**src/rtl/spi_arb_pkg.sv**
```systemverilog
// Shared types and constants for the SPI master arbiter: FSM state encoding,
// operation encoding and the SPI clock divider width.
package spi_arb_pkg;

    typedef enum logic [1:0] {
        ST_IDLE  = 2'd0,
        ST_ISSUE = 2'd1,
        ST_WAIT  = 2'd2,
        ST_DONE  = 2'd3
    } arb_state_t;

    localparam logic OP_WR = 1'b0;
    localparam logic OP_RD = 1'b1;

    localparam int DIV_W = 8;

endpackage

```
**src/rtl/spi_master_arbiter_if.sv**
```systemverilog
// Requester-side and SPI_Master-side signals of the arbiter in one bundle.
// The master modport is the arbiter's view; slave is the requesters plus SPI_Master.
interface spi_master_arbiter_if
    import spi_arb_pkg::*;
#(
    parameter int NUM_REQ = 4,
    parameter int DATA_W  = 8
);
    localparam int ID_W = $clog2(NUM_REQ);

    logic [NUM_REQ-1:0]        req_valid;
    logic [NUM_REQ-1:0]        req_rw;
    logic [NUM_REQ*DATA_W-1:0] req_wdata;
    logic [NUM_REQ*DIV_W-1:0]  cfg_divider;
    logic [NUM_REQ-1:0]        req_ready;

    logic                      rsp_valid;
    logic [ID_W-1:0]           rsp_id;
    logic [DATA_W-1:0]         rsp_rdata;
    logic                      rsp_err;
    logic                      busy;

    logic [DIV_W-1:0]          m_sclk_divider;
    logic                      m_wr_en;
    logic                      m_rd_en;
    logic [DATA_W-1:0]         m_tx_wr_data;
    logic                      m_wr_finish;
    logic                      m_rd_finish;
    logic [DATA_W-1:0]         m_rx_rd_data;

    modport master (
        input  req_valid, req_rw, req_wdata, cfg_divider,
        output req_ready,
        output rsp_valid, rsp_id, rsp_rdata, rsp_err, busy,
        output m_sclk_divider, m_wr_en, m_rd_en, m_tx_wr_data,
        input  m_wr_finish, m_rd_finish, m_rx_rd_data
    );

    modport slave (
        output req_valid, req_rw, req_wdata, cfg_divider,
        input  req_ready,
        input  rsp_valid, rsp_id, rsp_rdata, rsp_err, busy,
        input  m_sclk_divider, m_wr_en, m_rd_en, m_tx_wr_data,
        output m_wr_finish, m_rd_finish, m_rx_rd_data
    );

endinterface

```
**src/rtl/spi_rr_picker.sv**
```systemverilog
// Combinational round-robin search: first asserted request starting at ptr,
// then ptr+1, ... wrapping modulo NUM_REQ.
module spi_rr_picker #(
    parameter int NUM_REQ = 4
) (
    input  logic [NUM_REQ-1:0]         req,
    input  logic [$clog2(NUM_REQ)-1:0] ptr,
    output logic                       found,
    output logic [$clog2(NUM_REQ)-1:0] winner
);
    localparam int ID_W = $clog2(NUM_REQ);

    logic [NUM_REQ-1:0] rot;
    logic [ID_W-1:0]    off;

    function automatic logic [ID_W-1:0] wrap_add(input logic [ID_W-1:0] a, input logic [ID_W-1:0] b);
        logic [ID_W:0] sum;
        sum = {1'b0, a} + {1'b0, b};
        if (sum >= (ID_W+1)'(NUM_REQ)) begin
            sum = sum - (ID_W+1)'(NUM_REQ);
        end
        return sum[ID_W-1:0];
    endfunction

    // rot[k] is the request k positions after the pointer
    generate
        for (genvar gi = 0; gi < NUM_REQ; gi++) begin : g_rot
            assign rot[gi] = req[wrap_add(ptr, ID_W'(gi))];
        end
    endgenerate

    always_comb begin
        found = 1'b0;
        off   = '0;
        for (int i = NUM_REQ - 1; i >= 0; i--) begin
            if (rot[i]) begin
                found = 1'b1;
                off   = ID_W'(i);
            end
        end
    end

    assign winner = wrap_add(ptr, off);

endmodule

```
**src/rtl/spi_master_arbiter.sv**
```systemverilog
// Round-robin arbiter sharing one SPI_Master among NUM_REQ single-byte requesters.
// Define SPI_ARB_TIMEOUT_EN to bound the WAIT state to TIMEOUT_CYC cycles.
module spi_master_arbiter
    import spi_arb_pkg::*;
#(
    parameter int NUM_REQ     = 4,
    parameter int DATA_W      = 8,
    parameter int TIMEOUT_CYC = 4096
) (
    input  logic                 sclk,
    input  logic                 rst_n,
    spi_master_arbiter_if.master bus
);
    localparam int ID_W = $clog2(NUM_REQ);

    arb_state_t        state_reg, state_next;
    logic [ID_W-1:0]   ptr_reg, ptr_next;
    logic [ID_W-1:0]   id_reg, id_next;
    logic              rw_reg, rw_next;
    logic [DATA_W-1:0] wdata_reg, wdata_next;
    logic [DATA_W-1:0] rdata_reg, rdata_next;
    logic [DIV_W-1:0]  div_reg, div_next;

    logic              found;
    logic [ID_W-1:0]   winner;
    logic              finish_match;
    logic              timeout_hit;

    logic [DATA_W-1:0] wdata_arr [NUM_REQ];
    logic [DIV_W-1:0]  div_arr   [NUM_REQ];

    generate
        for (genvar gi = 0; gi < NUM_REQ; gi++) begin : g_slice
            assign wdata_arr[gi] = bus.req_wdata[gi*DATA_W +: DATA_W];
            assign div_arr[gi]   = bus.cfg_divider[gi*DIV_W +: DIV_W];
        end
    endgenerate

    spi_rr_picker #(.NUM_REQ(NUM_REQ)) u_picker (
        .req    (bus.req_valid),
        .ptr    (ptr_reg),
        .found  (found),
        .winner (winner)
    );

    // Only the finish of the latched operation ends WAIT
    assign finish_match = (rw_reg == OP_RD) ? bus.m_rd_finish : bus.m_wr_finish;

    always_ff @(posedge sclk) begin
        if (!rst_n) begin
            state_reg <= ST_IDLE;
            ptr_reg   <= '0;
            id_reg    <= '0;
            rw_reg    <= OP_WR;
            wdata_reg <= '0;
            rdata_reg <= '0;
            div_reg   <= '0;
        end else begin
            state_reg <= state_next;
            ptr_reg   <= ptr_next;
            id_reg    <= id_next;
            rw_reg    <= rw_next;
            wdata_reg <= wdata_next;
            rdata_reg <= rdata_next;
            div_reg   <= div_next;
        end
    end

    always_comb begin
        state_next = state_reg;
        ptr_next   = ptr_reg;
        id_next    = id_reg;
        rw_next    = rw_reg;
        wdata_next = wdata_reg;
        rdata_next = rdata_reg;
        div_next   = div_reg;
        case (state_reg)
            ST_IDLE: begin
                if (found) begin
                    state_next = ST_ISSUE;
                    id_next    = winner;
                    rw_next    = bus.req_rw[winner];
                    wdata_next = wdata_arr[winner];
                    div_next   = div_arr[winner];
                    rdata_next = '0;
                end
            end
            ST_ISSUE: state_next = ST_WAIT;
            ST_WAIT: begin
                if (finish_match) begin
                    state_next = ST_DONE;
                    if (rw_reg == OP_RD) begin
                        rdata_next = bus.m_rx_rd_data;
                    end
                end else if (timeout_hit) begin
                    state_next = ST_DONE;
                end
            end
            ST_DONE: begin
                state_next = ST_IDLE;
                ptr_next   = (id_reg == ID_W'(NUM_REQ - 1)) ? '0 : id_reg + 1'b1;
            end
            default: state_next = ST_IDLE;
        endcase
    end

    // Pulses are masked while rst_n is low so nothing leaks out during reset
    assign bus.req_ready      = (rst_n && state_reg == ST_IDLE && found) ? (NUM_REQ'(1) << winner) : '0;
    assign bus.busy           = rst_n && (state_reg != ST_IDLE);
    assign bus.m_wr_en        = rst_n && (state_reg == ST_ISSUE) && (rw_reg == OP_WR);
    assign bus.m_rd_en        = rst_n && (state_reg == ST_ISSUE) && (rw_reg == OP_RD);
    assign bus.m_tx_wr_data   = wdata_reg;
    assign bus.m_sclk_divider = div_reg;
    assign bus.rsp_valid      = rst_n && (state_reg == ST_DONE);
    assign bus.rsp_id         = id_reg;
    assign bus.rsp_rdata      = rdata_reg;

`ifdef SPI_ARB_TIMEOUT_EN
    localparam int CNT_W = $clog2(TIMEOUT_CYC + 1);

    logic [CNT_W-1:0] cnt_reg;
    logic             err_reg;

    always_ff @(posedge sclk) begin
        if (!rst_n) begin
            cnt_reg <= '0;
            err_reg <= 1'b0;
        end else begin
            cnt_reg <= (state_reg == ST_WAIT) ? cnt_reg + 1'b1 : '0;
            // A finish arriving on the timeout cycle still counts as success
            if (state_reg == ST_WAIT) begin
                err_reg <= timeout_hit && !finish_match;
            end
        end
    end

    assign timeout_hit = (state_reg == ST_WAIT) && (cnt_reg == CNT_W'(TIMEOUT_CYC - 1));
    assign bus.rsp_err = rst_n && (state_reg == ST_DONE) && err_reg;
`else
    logic unused_timeout_cfg;

    assign unused_timeout_cfg = (TIMEOUT_CYC > 0);
    assign timeout_hit        = 1'b0;
    assign bus.rsp_err        = 1'b0;
`endif

endmodule

```
**src/flat_wrapper.sv**
```systemverilog
// flat-port wrapper written by rule: the top's interface ports become plain ports
module spi_master_arbiter_flat import spi_arb_pkg::*;
#(
    parameter int NUM_REQ     = 4,
    parameter int DATA_W      = 8,
    parameter int TIMEOUT_CYC = 4096
)
  (sclk, rst_n, bus_req_valid, bus_req_rw, bus_req_wdata, bus_cfg_divider, bus_req_ready, bus_rsp_valid, bus_rsp_id, bus_rsp_rdata, bus_rsp_err, bus_busy, bus_m_sclk_divider, bus_m_wr_en, bus_m_rd_en, bus_m_tx_wr_data, bus_m_wr_finish, bus_m_rd_finish, bus_m_rx_rd_data);
  spi_master_arbiter_if #(.NUM_REQ(NUM_REQ), .DATA_W(DATA_W)) bus_i ();
  input  logic sclk;
  input  logic rst_n;
  input wire logic [$bits(bus_i.req_valid)-1:0] bus_req_valid;
  input wire logic [$bits(bus_i.req_rw)-1:0] bus_req_rw;
  input wire logic [$bits(bus_i.req_wdata)-1:0] bus_req_wdata;
  input wire logic [$bits(bus_i.cfg_divider)-1:0] bus_cfg_divider;
  output wire logic [$bits(bus_i.req_ready)-1:0] bus_req_ready;
  output wire logic [$bits(bus_i.rsp_valid)-1:0] bus_rsp_valid;
  output wire logic [$bits(bus_i.rsp_id)-1:0] bus_rsp_id;
  output wire logic [$bits(bus_i.rsp_rdata)-1:0] bus_rsp_rdata;
  output wire logic [$bits(bus_i.rsp_err)-1:0] bus_rsp_err;
  output wire logic [$bits(bus_i.busy)-1:0] bus_busy;
  output wire logic [$bits(bus_i.m_sclk_divider)-1:0] bus_m_sclk_divider;
  output wire logic [$bits(bus_i.m_wr_en)-1:0] bus_m_wr_en;
  output wire logic [$bits(bus_i.m_rd_en)-1:0] bus_m_rd_en;
  output wire logic [$bits(bus_i.m_tx_wr_data)-1:0] bus_m_tx_wr_data;
  input wire logic [$bits(bus_i.m_wr_finish)-1:0] bus_m_wr_finish;
  input wire logic [$bits(bus_i.m_rd_finish)-1:0] bus_m_rd_finish;
  input wire logic [$bits(bus_i.m_rx_rd_data)-1:0] bus_m_rx_rd_data;
  assign bus_i.req_valid = bus_req_valid;
  assign bus_i.req_rw = bus_req_rw;
  assign bus_i.req_wdata = bus_req_wdata;
  assign bus_i.cfg_divider = bus_cfg_divider;
  assign bus_req_ready = bus_i.req_ready;
  assign bus_rsp_valid = bus_i.rsp_valid;
  assign bus_rsp_id = bus_i.rsp_id;
  assign bus_rsp_rdata = bus_i.rsp_rdata;
  assign bus_rsp_err = bus_i.rsp_err;
  assign bus_busy = bus_i.busy;
  assign bus_m_sclk_divider = bus_i.m_sclk_divider;
  assign bus_m_wr_en = bus_i.m_wr_en;
  assign bus_m_rd_en = bus_i.m_rd_en;
  assign bus_m_tx_wr_data = bus_i.m_tx_wr_data;
  assign bus_i.m_wr_finish = bus_m_wr_finish;
  assign bus_i.m_rd_finish = bus_m_rd_finish;
  assign bus_i.m_rx_rd_data = bus_m_rx_rd_data;
  spi_master_arbiter #(.NUM_REQ(NUM_REQ), .DATA_W(DATA_W), .TIMEOUT_CYC(TIMEOUT_CYC)) u_core (.sclk(sclk), .rst_n(rst_n), .bus(bus_i));
endmodule
```
**config.mk**
```make
export PLATFORM = sky130hd
export DESIGN_NAME = spi_master_arbiter_flat
export DESIGN_NICKNAME = d
export VERILOG_FILES = /design/src/rtl/spi_arb_pkg.sv /design/src/rtl/spi_master_arbiter_if.sv /design/src/rtl/spi_rr_picker.sv /design/src/rtl/spi_master_arbiter.sv /design/src/flat_wrapper.sv
export SDC_FILE = /design/constraint.sdc
export NUM_CORES = 1
export LEC_CHECK = 0
export BUFFER_PORTS_ARGS = -buffer_cell sky130_fd_sc_hd__buf_2
export CORE_AREA = 2 2 78 80
export CTS_CLUSTER_DIAMETER = 120
export DETAILED_ROUTE_END_ITERATION = 12
export DIE_AREA = 0 0 80 82
export PLACE_DENSITY = 0.71
export SYNTH_ARGS = -nofsm -noshare
export SYNTH_HDL_FRONTEND = slang
export SYNTH_SLANG_ARGS = --single-unit
```
**constraint.sdc**
```tcl
create_clock -name sclk -period 5 [get_ports sclk]
set_clock_uncertainty 0.2 [all_clocks]
set_input_delay 0.25 -clock sclk [delete_from_list [all_inputs] [get_ports sclk]]
set_output_delay 0.25 -clock sclk [all_outputs]
set_load 0.02 [all_outputs]
```
Yosys cells after proc, flatten, opt, wreduce, memory -nomap -nowiden
Cells that the tools add are included.

Register bits: 31. Output and inout port bits: 35.

$add $sub $neg: 10. Magnitude comparators: 11. Equal/unequal tests: 7. Shift-type cells: 1. Mux-type cells: 39. Bitwise operators: 2. Reduce and logical (&&, ||, !) cells: 13.

Operators with widths (count): $mux 8 (7); $bmux 8 s2 (2); $mux 2 (12); $pmux 8 s2 (1); $ge 3x3->1 const B (5); $lt 2x3->1 const B (5); $bmux 1 s2 (5); $mux 1 (10); $sub 2x1->2 const B (5); $pmux 2 s4 (1); $logic_and 1x1->1 (7); $add 2x2->3 const B (2); $eq 2x2->1 const B (3); $ne 2x1->1 const B (3); $mux 4 (1); $reduce_and 2->1 (2); $reduce_and 4->1 (1); $reduce_bool 2->1 (2); $shl 1x2->4 const A (1); $add 2x1->3 const B (1); $add 2x2->3 (1); $ge 2x3->1 const B (1); $not 2->3 (1); $add 2x1->2 const B (1); 3 further kinds (3).

Logic depth before layout (Yosys ltp)
Gate-level depths: netlist of run 1.

Depth in word-level cells: 16. Mapped depth: 13. Gate-level depth less buffers: 10.

Modules after synthesis
A second synthesis of run 1 with hierarchy kept.

Cell total of the unflattened synthesis: 171. Area, all modules: 1860.5 um^2.

By module, submodules not included: spi_master_arbiter (instances 1, cells each 146, area each 1694.1 um^2, seq. area each 620.6 um^2); spi_rr_picker (instances 1, cells each 25, area each 166.4 um^2, seq. area each 0.0 um^2).

Worst setup path before layout of run 1
OpenSTA, ideal clock, no wires.

Path kind: reg-to-output. Start point: register u_core.ptr_reg[0]. End point: output bus_req_ready[3]. Arrival time: 2382 ps. Required time: 4550 ps. Slack: 2168 ps. Stages on the path, launching flop included: 11. Buffers on the path: 3. Cell sequence: dfxtp_1 clkbuf_1 nor2_1 nand2_1 o21ai_0 o21ai_0 nand3_1 ha_1 buf_2 buf_1 nor3b_1.

Longest elaborated chain between the ends: 14. Elaborated cells between the ends (all ways): 38. Classes of those cells: add/sub (9); order compare (5); shift (1); mux (22); reduce/logical (1).

RTL lines: from (decl) (line spi_master_arbiter.sv:17) `logic [ID_W-1:0] ptr_reg, ptr_next;`; from (signal assigned) (line spi_master_arbiter.sv:60) `ptr_reg <= ptr_next;`; $add 2x2->3 (line spi_rr_picker.sv:18) `sum = {1'b0, a} + {1'b0, b};`; $ge 3x3->1 or $sub 2x1->2 (tied branches) (line spi_rr_picker.sv:19, spi_rr_picker.sv:20); $mux 2 (line spi_rr_picker.sv:19) `if (sum >= (ID_W+1)'(NUM_REQ)) begin`; $bmux 1 s2 (line spi_rr_picker.sv:28) `assign rot[gi] = req[wrap_add(ptr, ID_W'(gi))];`; $mux 1 (implied by the code) (line spi_rr_picker.sv:28); $mux 2 (4 in a row) (line spi_rr_picker.sv:36) `if (rot[i]) begin`; $add 2x2->3 * (line spi_rr_picker.sv:18); $ge 3x3->1 or $sub 2x1->2 (tied branches) (line spi_rr_picker.sv:19, spi_rr_picker.sv:20); $mux 2 * (line spi_rr_picker.sv:19); via u_core.u_picker.winner[0] (line spi_rr_picker.sv:9) `output logic [$clog2(NUM_REQ)-1:0] winner`; $shl 1x2->4 * (line spi_master_arbiter.sv:108) `assign bus.req_ready = (rst_n && state_reg == ST_IDLE && found) ? (NUM_REQ'(1) << winner) : '0;`; $mux 4 * (line spi_master_arbiter.sv:108); to (decl) (line flat_wrapper.sv:16) `output wire logic [$bits(bus_i.req_ready)-1:0] bus_req_ready;`.

The timed path passes the listed nets; every way through them passes the cells marked *. The select of a mux whose other input is x is not followed.

Worst setup path in the final report of run 1
Start point: register u_core.ptr_reg[0]. End point: register u_core.div_reg[0] (netlist: u_core.bus.m_sclk_divider[0]).

Longest elaborated chain between the ends: 16. Elaborated cells between the ends (all ways): 40. Classes of those cells: add/sub (9); order compare (5); mux (24); bitwise (1); reduce/logical (1).

RTL lines: $add 2x2->3 (line spi_rr_picker.sv:18); $ge 3x3->1 or $sub 2x1->2 (tied branches) (line spi_rr_picker.sv:19, spi_rr_picker.sv:20); $mux 2 (line spi_rr_picker.sv:19); $bmux 1 s2 (line spi_rr_picker.sv:28); $mux 1 (implied by the code) (line spi_rr_picker.sv:28); $mux 2 (4 in a row) (line spi_rr_picker.sv:36); $add 2x2->3 (line spi_rr_picker.sv:18); $ge 3x3->1 or $sub 2x1->2 (tied branches) (line spi_rr_picker.sv:19, spi_rr_picker.sv:20); $mux 2 (line spi_rr_picker.sv:19); $not 2->3 (implied by the code) (line spi_master_arbiter.sv:84) `div_next = div_arr[winner];`; $bmux 8 s2 (line spi_master_arbiter.sv:84); $mux 8 (implied by the code) (2 in a row) (line spi_master_arbiter.sv:84); to (signal assigned) (line spi_master_arbiter.sv:65) `div_reg <= div_next;`; to (decl) (line spi_master_arbiter.sv:22) `logic [DIV_W-1:0] div_reg, div_next;`.

Parallel ways exist; a longest one is shown, timed or not. The select of a mux whose other input is x is not followed. A chain may end at the register's enable or synchronous reset.

==> out/results.ini, run 1 <==
[outcome]
outcome = complete, no violations

[cells_and_area]
utilization_pct = 49.3
layout-drive-gt1-share_pct = 49.3
nFillCells = 579
nets = 436
n_antenna_cell = 0
area_delta_synth_final_pct = 28.6

[synthesis]
synth_fp_nets = 332
synth_area_leaders = dfxtp_1 (28%), mux2_2 (17%), a221oi_1 (12%), o21ai_1 (3.9%), nand2_1 (3.8%)
yosysTopAreaCellShare_pct = 28.2
ys_warn_count = 0
synth_area_um2 = 2200
synth_cell_types = 41
ys_ff_latch = 31
yosysSeqAreaShare_pct = 28.2
ys.flop_type = dfxtp_1
synth-async-reset-ratio_pct = 0
synth_edf_count = 0
synthCells = 242
synth.most_common_cell = mux2_2
yosys-top-cells-count = mux2_2 (34), a221oi_1 (31), dfxtp_1 (31)
avgSynthCellArea_um2 = 9.10
synth_area_leader_cell = dfxtp_1

[routing]
viasPerCell = 5.35
wl_per_cell_um = 13.2
dr.pass1.iters = 4
first_iter_violations = 69
vias = 2249
wl_um = 5560
drcViolationCount = 0
antenna_left = 0

[power_and_ir_drop]
p_sw_share_pct = 43.3
power_switching_w = 0.000569
ir_drop_v = 0.000199
seqPwrFrac_pct = 29.8
p_comb_share_pct = 56.8
cellPowerDensity_nw_per_um2 = 464
leakage_nw = 1.27
internal_power_w = 0.000746
pwr-share-clk_pct = 13.5

[global_routing]
grt_pass1_wl_um = 8910
first_global_vias = 2077
grt_usage_pct = 17.1
grt_max_degree = 35
grt-ovfl-total = 0
antenna_found_initial = 0

[placement]
dp_hpwl_um = 4090
port_buffers = 117
place.gp.congestion = 0.674

[clock_network]
insertion_delay_ns = 0.28
clock_path_buffers = 2
cts_root_buf = clkbuf_8
clkTransAtPathRegs_ns = 0.06
cts_buffers = 5
ctsHoldBuffers = 0
cts_tree = built
clock_sinks = 31
post-cts-setup-buffers = 0
htreeDepth = 2
cts_resized = 0

[critical_path]
cp_cell_sequence = or4_1 -> nand3_1 -> ha_1 -> xor2_1 -> and3_1 -> a221oi_1 -> o21ai_1
endpoint_kind = register
path_max_fanout = 34
cp_data_arrival_time_ns = 3.27
start_kind = register
cpMaxStageDelayCell = and3_1
worstPathRequired_ns = 5.01
cpPeakStageDelay_ns = 1.02
setup.worst_path.start = u_core.ptr_reg[0]
path_class = register to register
rr_startpoint = u_core.ptr_reg[0]

[timing]
drv_slew = 0
final_hold_viol_count = 0
setup_viol = 0
worstMarginPinSlew_ns = 1.21
min_period_ns = 3.26
setup_tns_ns = 0
rsz0062_at_grt = false
slew_headroom_pct = 19.5
fin_crit_sh_pct = 65.3
fmax_mhz = 306

[run]
cap_viol_max_count = 0

[floorplanning]
num_rows = 28
die_h_um = 82
dieWidth_um = 80
start_util_pct = 38.3
dieArea_um2 = 6560
io-pin-count = 119
design.core.area_um2 = 5750

[hold_path]
min_path_type = input pin to register
min_from = bus_m_rx_rd_data[6]

==> power by group through the flow <==
stage	Sequential, W	Combinational [W]	Clock [W]
floorplan	0.000477	0.000474	0
global placement	0.000392	0.000736	0
detailed placement	0.000396	0.000751	0
CTS	0.000392	0.000753	0.000186
global route	0.000403	0.000822	0.000198
finish	0.000392	0.000746	0.000177
==> logic make-up after synthesis <==
| group | synth area share, % |
|---|---|
| XOR/XNOR | 0.796 |
| multiplexers | 19.2 |
| other | 0.170 |
| flip-flops | 28.2 |
| AO/OA/AOI/OAI | 25.5 |
| AND/OR/NAND/NOR | 16.3 |
| buffers and inverters | 6.53 |
| adder cells (fa/ha/maj) | 3.41 |
==> final timing paths <==
kind / end / slack, ns / cells after the start
min: u_core.bus.rsp_rdata[6] / 0.05 / 3
min reg2reg: u_core.bus.m_tx_wr_data[0] / 0.25 / 2
max: u_core.bus.m_sclk_divider[0] / 1.74 / 7
max reg2reg: u_core.bus.m_sclk_divider[0] / 1.74 / 7
==> layout by cell type, fill, tap and decap left out, types with 5 or more instances in the layout <==
master | netlist | layout
a21oi_1 | 5 | 5
dfxtp_1 | 31 | 31
nand2_1 | 22 | 22
mux2_2 | 34 | 34
a221oi_1 | 31 | 31
buf_2 | 10 | 117
a22oi_1 | 9 | 9
o21ai_1 | 17 | 17
nor2b_1 | 13 | 13
clkbuf_8 | 0 | 5
ha_1 | 6 | 6
nor2_1 | 11 | 11
==> per-layer routing <==
metal | part of all wire (%) | track usage [%]
met1 | 42 | 17.9
met2 | 50 | 32.4
met3 | 6.4 | 3.85
met4 | 1.3 | 7.63
met5 | 0 | 0
==> layout make-up <==
class,instances,area [µm²],area share [%]
timing repair buffer,119,601,21.2
tap,75,93.8,3.31
inverter,2,7.51,0.265
sequential,31,621,21.9
clock buffer,6,72.6,2.56
multi-input combinational,187,1440,50.8
==> through the flow <==
stage	hold slack, ns	cell area [µm²]	power, W	cells	setup WS [ns]
final	0.0520	2830	0.00131	420	1.74
after global routing	0.0409	2830	0.00142	420	1.44
after CTS	0.0417	2830	0.00133	420	1.72
after detailed placement	0.240	2760	0.00115	414	1.75
after global placement	0.234	2760	0.00113	414	1.85
after floorplan	0.235	2200	0.000952	242	2.17
==> critical path: cells and delay by family, from the launching register on <==
kind | cells | cell delay [ns]
adders and majority gates | 1 | 0.16
AOI/OAI and AO/OA | 2 | 0.45
and+or+nand+nor | 3 | 1.67
DFF | 1 | 0.41
xor gates and xnor gates | 1 | 0.28
Note: power is estimated with default switching activity, not from simulation.
==> run 2, diff against run 1 <==
Clock period 5 ns to 3.1 ns, I/O delays scaled along.
==> run 2 against run 1 <==
  * Die area unchanged
  * Power up 68%
  * Sequential share of layout area fell by 0.96 points
  * Worst setup slack got worse by 1.4 ns
  * Flip-flop and latch count unchanged
  * Register-to-register slack worse by 1.4 ns
  * Hold slack gained 0.019 ns
  * Non-clock buffer count grew 10
  * Count of clock-buffer cells in the layout rose by 2
  * First-iteration DRC count up 23%
  * Wire length rose by 5.1%
==> out/results.ini, run 2 (same netlist as run 1, synthesis figures left out) <==
[timing]
fin_crit_sh_pct = 90.3
slew_headroom_pct = 58.8  ; +39 points
rsz0062_at_grt = false
setup_tns_ns = 0  ; unchanged
final_hold_viol_count = 0  ; unchanged
drv_slew = 0  ; unchanged
setup_viol = 0  ; unchanged
min_period_ns = 2.80
worstMarginPinSlew_ns = 0.618  ; -0.589 ns
hold_ws_ns = 0.0712  ; +0.0192 ns
fmax_mhz = 357

[critical_path]
path_max_fanout = 12  ; -65%
worstReg2RegEnd = u_core.bus.m_sclk_divider[3]
cpMaxStageDelayCell = or4_1
regToRegSetupSlack_ns = 0.36  ; -1.38 ns
rr_startpoint = u_core.ptr_reg[0]
start_kind = register
worstPathRequired_ns = 2.74  ; -2.27 ns
endpoint_kind = primary output
cp_cell_sequence = or4_1 -> nand3_1 -> ha_1 -> xor2_1 -> xnor2_1 -> nor3b_1 -> buf_2
cpPeakStageDelay_ns = 0.55  ; -0.47 ns
path_class = register to primary output
cp_data_arrival_time_ns = 2.44  ; -0.83 ns
reg2reg_depth = 10  ; +3

[routing]
viasPerCell = 5.21  ; -2.7%
dr.pass1.iters = 4  ; unchanged
first_iter_violations = 85  ; +23%
drcViolationCount = 0  ; unchanged
antenna_left = 0  ; unchanged
vias = 2251  ; +0.089%
wl_um = 5850  ; +5.1%
wl_per_cell_um = 13.5  ; +2.1%

[clock_network]
clock_sinks = 31  ; unchanged
insertion_delay_ns = 0.28  ; about the same
cts_root_buf = clkbuf_8
htreeDepth = 2  ; unchanged
clkTransAtPathRegs_ns = 0.07  ; about the same
cts_buffers = 5  ; unchanged
cts_tree = built
clock_path_buffers = 2  ; unchanged

[global_routing]
grt_pass1_wl_um = 9050  ; +1.5%
grt_usage_pct = 17.2  ; +0.15 points
first_global_vias = 2020  ; -2.7%
grt-ovfl-total = 0  ; unchanged
antenna_found_initial = 0  ; unchanged
grt_max_degree = 35  ; unchanged

[cells_and_area]
area_delta_synth_final_pct = 34.5
nets = 446  ; +2.3%
nFillCells = 530  ; -8.5%
layout_common_cells = buf_2 (117), mux2_2 (34), a221oi_1 (31), dfxtp_1 (31), nand2_1 (22)
layout-drive-gt1-share_pct = 48.7  ; -0.54 points
n_antenna_cell = 0  ; unchanged
mostFrequentLayoutCell = buf_2
finalInstanceArea_um2 = 2960  ; +4.6%

[floorplanning]
dieWidth_um = 80  ; unchanged
dieArea_um2 = 6560  ; unchanged
design.core.area_um2 = 5750  ; unchanged
num_rows = 28  ; unchanged
start_util_pct = 38.3  ; unchanged
die_h_um = 82  ; unchanged
io-pin-count = 119  ; unchanged

[hold_path]
holdPathStages = 3  ; unchanged
min_path_type = input pin to register
worstHoldEndpoint = u_core.bus.rsp_id[1]
min_from = rst_n

[power_and_ir_drop]
ir_drop_v = 0.000313  ; +57%
cellPowerDensity_nw_per_um2 = 744  ; +60%
leakage_nw = 1.32  ; +4.6%

[placement]
placed_area_um2 = 2780  ; +0.54%
place.gp.congestion = 0.685  ; +1.5%
dp_hpwl_um = 4060  ; -0.75%
port_buffers = 117  ; unchanged

[run]
cap_viol_max_count = 0  ; unchanged

[outcome]
outcome = complete, no violations

run 2: changes by cell type in the layout (fill, tap and decap cells not counted):
| cell | change |
|---|---|
| clkbuf_8 | +2 |
| o22ai_4 | +1 |
| o22ai_2 | -1 |
| buf_4 | +2 |
| dlygate4sd3_1 | +8 |
run 2: layout make-up:
cell class / count / area (µm²) / area share [%]
clock buffer: 8 / 100 / 3.38
timing repair buffer: 129 / 696 / 23.5
tap: 75 / 93.8 / 3.17
sequential: 31 / 621 / 20.9
inverter: 2 / 7.51 / 0.253
multi-input combinational: 187 / 1450 / 48.8
run 2: what timing repair did:
action	CTS	global route
endpoints found under the setup margin	0	2
hold endpoints to repair	8	0
hold buffers	8	0
resized for setup	0	1
setup buffers	0	0
run 2: worst max-delay path by stage:
stage | cells past startpoint | endpoint | from | slack (ns)
after floorplan | 12 | u_core.bus.m_sclk_divider[3] | u_core.ptr_reg[0] | 0.28
after global placement | 10 | u_core.bus.m_sclk_divider[0] | u_core.ptr_reg[0] | 0.48
after detailed placement | 10 | u_core.bus.m_sclk_divider[0] | u_core.ptr_reg[0] | 0.37
after CTS | 7 | bus_req_ready[3] | u_core.ptr_reg[1] | 0.14
after global routing | 10 | bus_req_ready[0] | u_core.ptr_reg[0] | 0.02
final | 7 | bus_req_ready[0] | u_core.ptr_reg[0] | 0.30
run 2: critical path, delay by kind of cell (launching register included):
kind	cells	cell delay [ns]
AND/OR/NAND/NOR	3	0.88
XOR/XNOR	2	0.52
flip-flops	1	0.41
buffers and inverters	1	0.20
adder cells (fa/ha/maj)	1	0.15
run 2: power by group:
part | total (W) | leakage (nW) | internal (W) | switching, W
Sequential | 0.000633 | 0.256 | 0.000540 | 0.0000928
Combinational | 0.00122 | 1.02 | 0.000526 | 0.000694
Clock | 0.000351 | 0.0515 | 0.000203 | 0.000148
Total | 0.00220 | 1.32 | 0.00127 | 0.000934
run 2: layer usage:
layer / up-vias / track usage (%) / part of all wire (%)
met2: 82 / 31.5 / 49
li1: 1150 / - / -
met4: 0 / 4.24 / 1.1
met1: 1012 / 20.0 / 44
met3: 7 / 4.51 / 6.3
met5: - / 0 / 0
run 2: through the flow:
| step | setup slack (ns) | utilization (%) | cells | total power (W) |
|---|---|---|---|---|
| after floorplan | 0.279 | - | 242 | 0.00153 |
| after global placement | 0.479 | 48.3 | 416 | 0.00183 |
| after detailed placement | 0.368 | 48.3 | 416 | 0.00185 |
| after CTS | 0.142 | 51.4 | 432 | 0.00222 |
| after global routing | 0.0213 | 51.6 | 432 | 0.00237 |
| final | 0.302 | 51.6 | 432 | 0.00220 |
==> run 3, diff against run 2 <==
Settings changed: ABC_AREA from default to 1, CORE_AREA 2 2 78 80 to 2 2 76 78, DIE_AREA 0 0 80 82 to 0 0 78 80, PLACE_DENSITY 0.71 to 0.73, SLEW_MARGIN from default to 30.
==> run 3 against run 2 <==
  * Wire length up 1.9%
  * Power increased by 21%
  * Combinational power increased by 37%
  * Core utilization up 2.9 points
  * Count of clock-buffer cells in the layout decreased by 1
  * Global-route usage increased by 2.0 points
  * Largest cell class unchanged
  * Largest power group unchanged
==> out/results.ini, run 3 <==
[floorplanning]
dieArea_um2 = 6240  ; -4.9%
io-pin-count = 119  ; unchanged
design.core.area_um2 = 5410  ; -5.9%
num_rows = 27  ; -3.6%
start_util_pct = 39.4  ; +1.0 points
dieWidth_um = 78  ; -2.5%
die_h_um = 80  ; -2.4%

[clock_network]
insertion_delay_ns = 0.28  ; about the same
cts_buffers = 5  ; unchanged
cts_tree = built
clock_sinks = 31  ; unchanged
htreeDepth = 2  ; unchanged
cts_root_buf = clkbuf_8
clkTransAtPathRegs_ns = 0.07  ; about the same
clock_path_buffers = 2  ; unchanged

[routing]
first_iter_violations = 52  ; -39%
wl_um = 5960  ; +1.9%
wl_met2_um = 2860  ; +0.14%
wl_per_cell_um = 11.9  ; -12%
viasPerCell = 4.87  ; -6.6%
wl_met3_um = 499  ; +36%
vias = 2428  ; +7.9%
top_layer = met4
drcViolationCount = 0  ; unchanged
dr.pass1.iters = 4  ; unchanged
antenna_left = 0  ; unchanged
wl_met1_um = 2550  ; -0.12%

[timing]
setup_viol = 0  ; unchanged
setup_tns_ns = 0  ; unchanged
final_hold_viol_count = 0  ; unchanged
drv_slew = 0  ; unchanged
hold_ws_ns = 0.0203  ; -0.0509 ns
min_period_ns = 2.86  ; +0.0583 ns
fmax_mhz = 350  ; -2.0%
fin_crit_sh_pct = 92.1  ; +1.9 points
rsz0062_at_grt = false

[synthesis]
ys.flop_type = dfxtp_1
yosys-top-cells-count = nand2_1 (93), nand3_1 (33), dfxtp_1 (31)
yosysSeqAreaShare_pct = 29.2  ; +0.98 points
ys_warn_count = 0  ; unchanged
avgSynthCellArea_um2 = 6.96  ; -24%
synth-async-reset-ratio_pct = 0  ; unchanged
synth_area_leader_cell = dfxtp_1
synth_area_um2 = 2130  ; -3.4%
synth_area_leaders = dfxtp_1 (29%), nand2_1 (16%), mux2i_1 (14%), nand3_1 (7.8%), a21oi_1 (5.6%)
synth_cell_types = 35  ; -15%
synth_edf_count = 0  ; unchanged
synthCells = 306  ; +26%
synth.most_common_cell = nand2_1
yosysTopAreaCellShare_pct = 29.2  ; +0.98 points
synth_fp_nets = 396  ; +19%
ys_ff_latch = 31  ; unchanged

[critical_path]
path_max_fanout = 7  ; -5
crit_buf_inv = 4  ; +3
worstPathRequired_ns = 2.74  ; about the same
cpMaxStageDelayCell = dfxtp_1
cp_data_arrival_time_ns = 2.50  ; +0.06 ns
endpoint_kind = primary output
cpPeakStageDelay_ns = 0.46  ; -0.09 ns
rr_startpoint = u_core.ptr_reg[1]
cpMostUsedCell = nand2_1
critPathTopFamily = simple AND/OR/NAND/NOR gates
reg2reg_depth = 13  ; +3
path_class = register to primary output
regToRegSetupSlack_ns = 0.48  ; +0.12 ns
endpoint = bus_req_ready[2]
cp_cell_sequence = inv_2 -> nand2_1 -> nand2_1 -> nand2_1 -> nand2_2 -> a31oi_1 -> nor2_1 -> ha_2 -> xor2_1 -> inv_1 -> nand3_2 -> nand2_2 -> inv_2 -> nor3_1 -> buf_2
worstReg2RegEnd = u_core.bus.m_sclk_divider[0]
start_kind = register
setup.worst_path.start = u_core.ptr_reg[1]
cp.depth = 15  ; +8

[power_and_ir_drop]
ir_drop_v = 0.000477  ; +52%
cellPowerDensity_nw_per_um2 = 904  ; +22%
leakage_nw = 1.56  ; +18%
power.total_w = 0.00266  ; +21%

[placement]
port_buffers = 117  ; unchanged
dp_hpwl_um = 4480  ; +10%
place.gp.congestion = 0.830  ; +21%
dp.cells = 483  ; +16%

[cells_and_area]
nets = 516  ; +16%
n_antenna_cell = 0  ; unchanged
area_delta_synth_final_pct = 38.4
finalNonFillerCells = 499  ; +16%
nFillCells = 535  ; +0.94%
utilization_pct = 54.5  ; +2.9 points
mostFrequentLayoutCell = buf_2
layout_common_cells = buf_2 (117), nand2_1 (92), nand3_1 (33)
layout-drive-gt1-share_pct = 34.7  ; -14 points

[run]
cap_viol_max_count = 0  ; unchanged

[global_routing]
grt-ovfl-total = 0  ; unchanged
grt_pass1_wl_um = 9760  ; +7.9%
antenna_found_initial = 0  ; unchanged
first_global_vias = 2233  ; +11%
grt_max_degree = 28  ; -20%
grt_usage_pct = 19.3  ; +2.0 points

[hold_path]
min_path_type = input pin to register

[outcome]
outcome = complete, no violations

run 3: changes by cell type in the layout (fill, tap and decap cells not counted), sizes merged, moves of 9 or more:
cell    delta
mux2      -34
inv       +15
nand2     +75
a22oi      -9
a221oi    -34
mux2i     +26
nand3     +32
nor2       +9
nor2b     -13
a21oi     +19
o21ai     -12
run 3: repair_timing:
| action | 4_1_cts | 5_1_grt |
|---|---|---|
| gates resized for setup | 0 | 2 |
| buffers inserted | 0 | 0 |
| setup endpoints to repair | 0 | 3 |
| hold buffers | 8 | 0 |
| endpoints found under the hold margin | 8 | 0 |
run 3: how the worst min path moves through the flow:
stage | start | to | slack, ns | cells after the start
2_1_floorplan | bus_m_rx_rd_data[0] | u_core.bus.rsp_rdata[0] | 0.13 | 2
3_3_place_gp | bus_m_rx_rd_data[5] | u_core.bus.rsp_rdata[5] | 0.24 | 3
3_5_place_dp | bus_m_rx_rd_data[5] | u_core.bus.rsp_rdata[5] | 0.25 | 3
4_1_cts | rst_n | u_core.state_reg[1] | 0.01 | 3
5_1_grt | rst_n | u_core.state_reg[1] | 0.04 | 3
6_report | rst_n | u_core.state_reg[1] | 0.02 | 3
run 3: per-stage QoR:
| stage | instance area, µm² | setup slack, ns |
|---|---|---|
| finish | 2950 | 0.244 |
| global route | 2950 | 0.0552 |
| CTS | 2940 | 0.0456 |
| detailed placement | 2760 | 0.368 |
| global placement | 2760 | 0.413 |
| floorplan | 2130 | 0.460 |
run 3: cells by family (layout without fill, tap and decap cells):
family	count (synthesis)	count (layout)	synth area share, %
and+or+nand+nor	167	167	36.0
buffers and inverters	36	157	8.17
AOI/OAI and AO/OA	34	34	8.47
DFF	31	31	29.2
muxes	30	30	14.1
adders and majority gates	6	6	3.53
other	1	1	0.176
xor gates and xnor gates	1	1	0.412
run 3: area by class of cell:
cell class	count	area [µm²]	share of cell area [%]
multi-input cells	239	1340	45.5
clock inverters	1	7.51	0.255
repair buffers	130	716	24.3
clock buffers	7	96.3	3.27
inverters	19	75.1	2.55
flip-flops and latches	31	622	21.1
well taps	72	90.1	3.06
run 3: routing by layer:
layer  vias up  GRT usage, %
li1       1260             -
met1      1067          23.0
met2        97          33.5
met3         4          5.54
met4         0          5.61
met5         -             0
run 3: power breakdown:
part           total [W]  switching [W]  internal [W]
clock network   0.000356       0.000155      0.000202
logic            0.00167        0.00102      0.000643
registers       0.000641      0.0000922      0.000548
total            0.00266        0.00127       0.00139
run 3: worst register-to-register path, stage by stage, from the launching register on:
cell     delay, ns
dfxtp_1       0.46
inv_2         0.10
nand2_1       0.08
nand2_1       0.06
nand2_1       0.07
nand2_2       0.08
a31oi_1       0.14
nor2_1        0.06
ha_2          0.54
buf_12        0.25
mux2i_1       0.25
nand3_1       0.09
nand3_1       0.09
a21oi_1       0.06
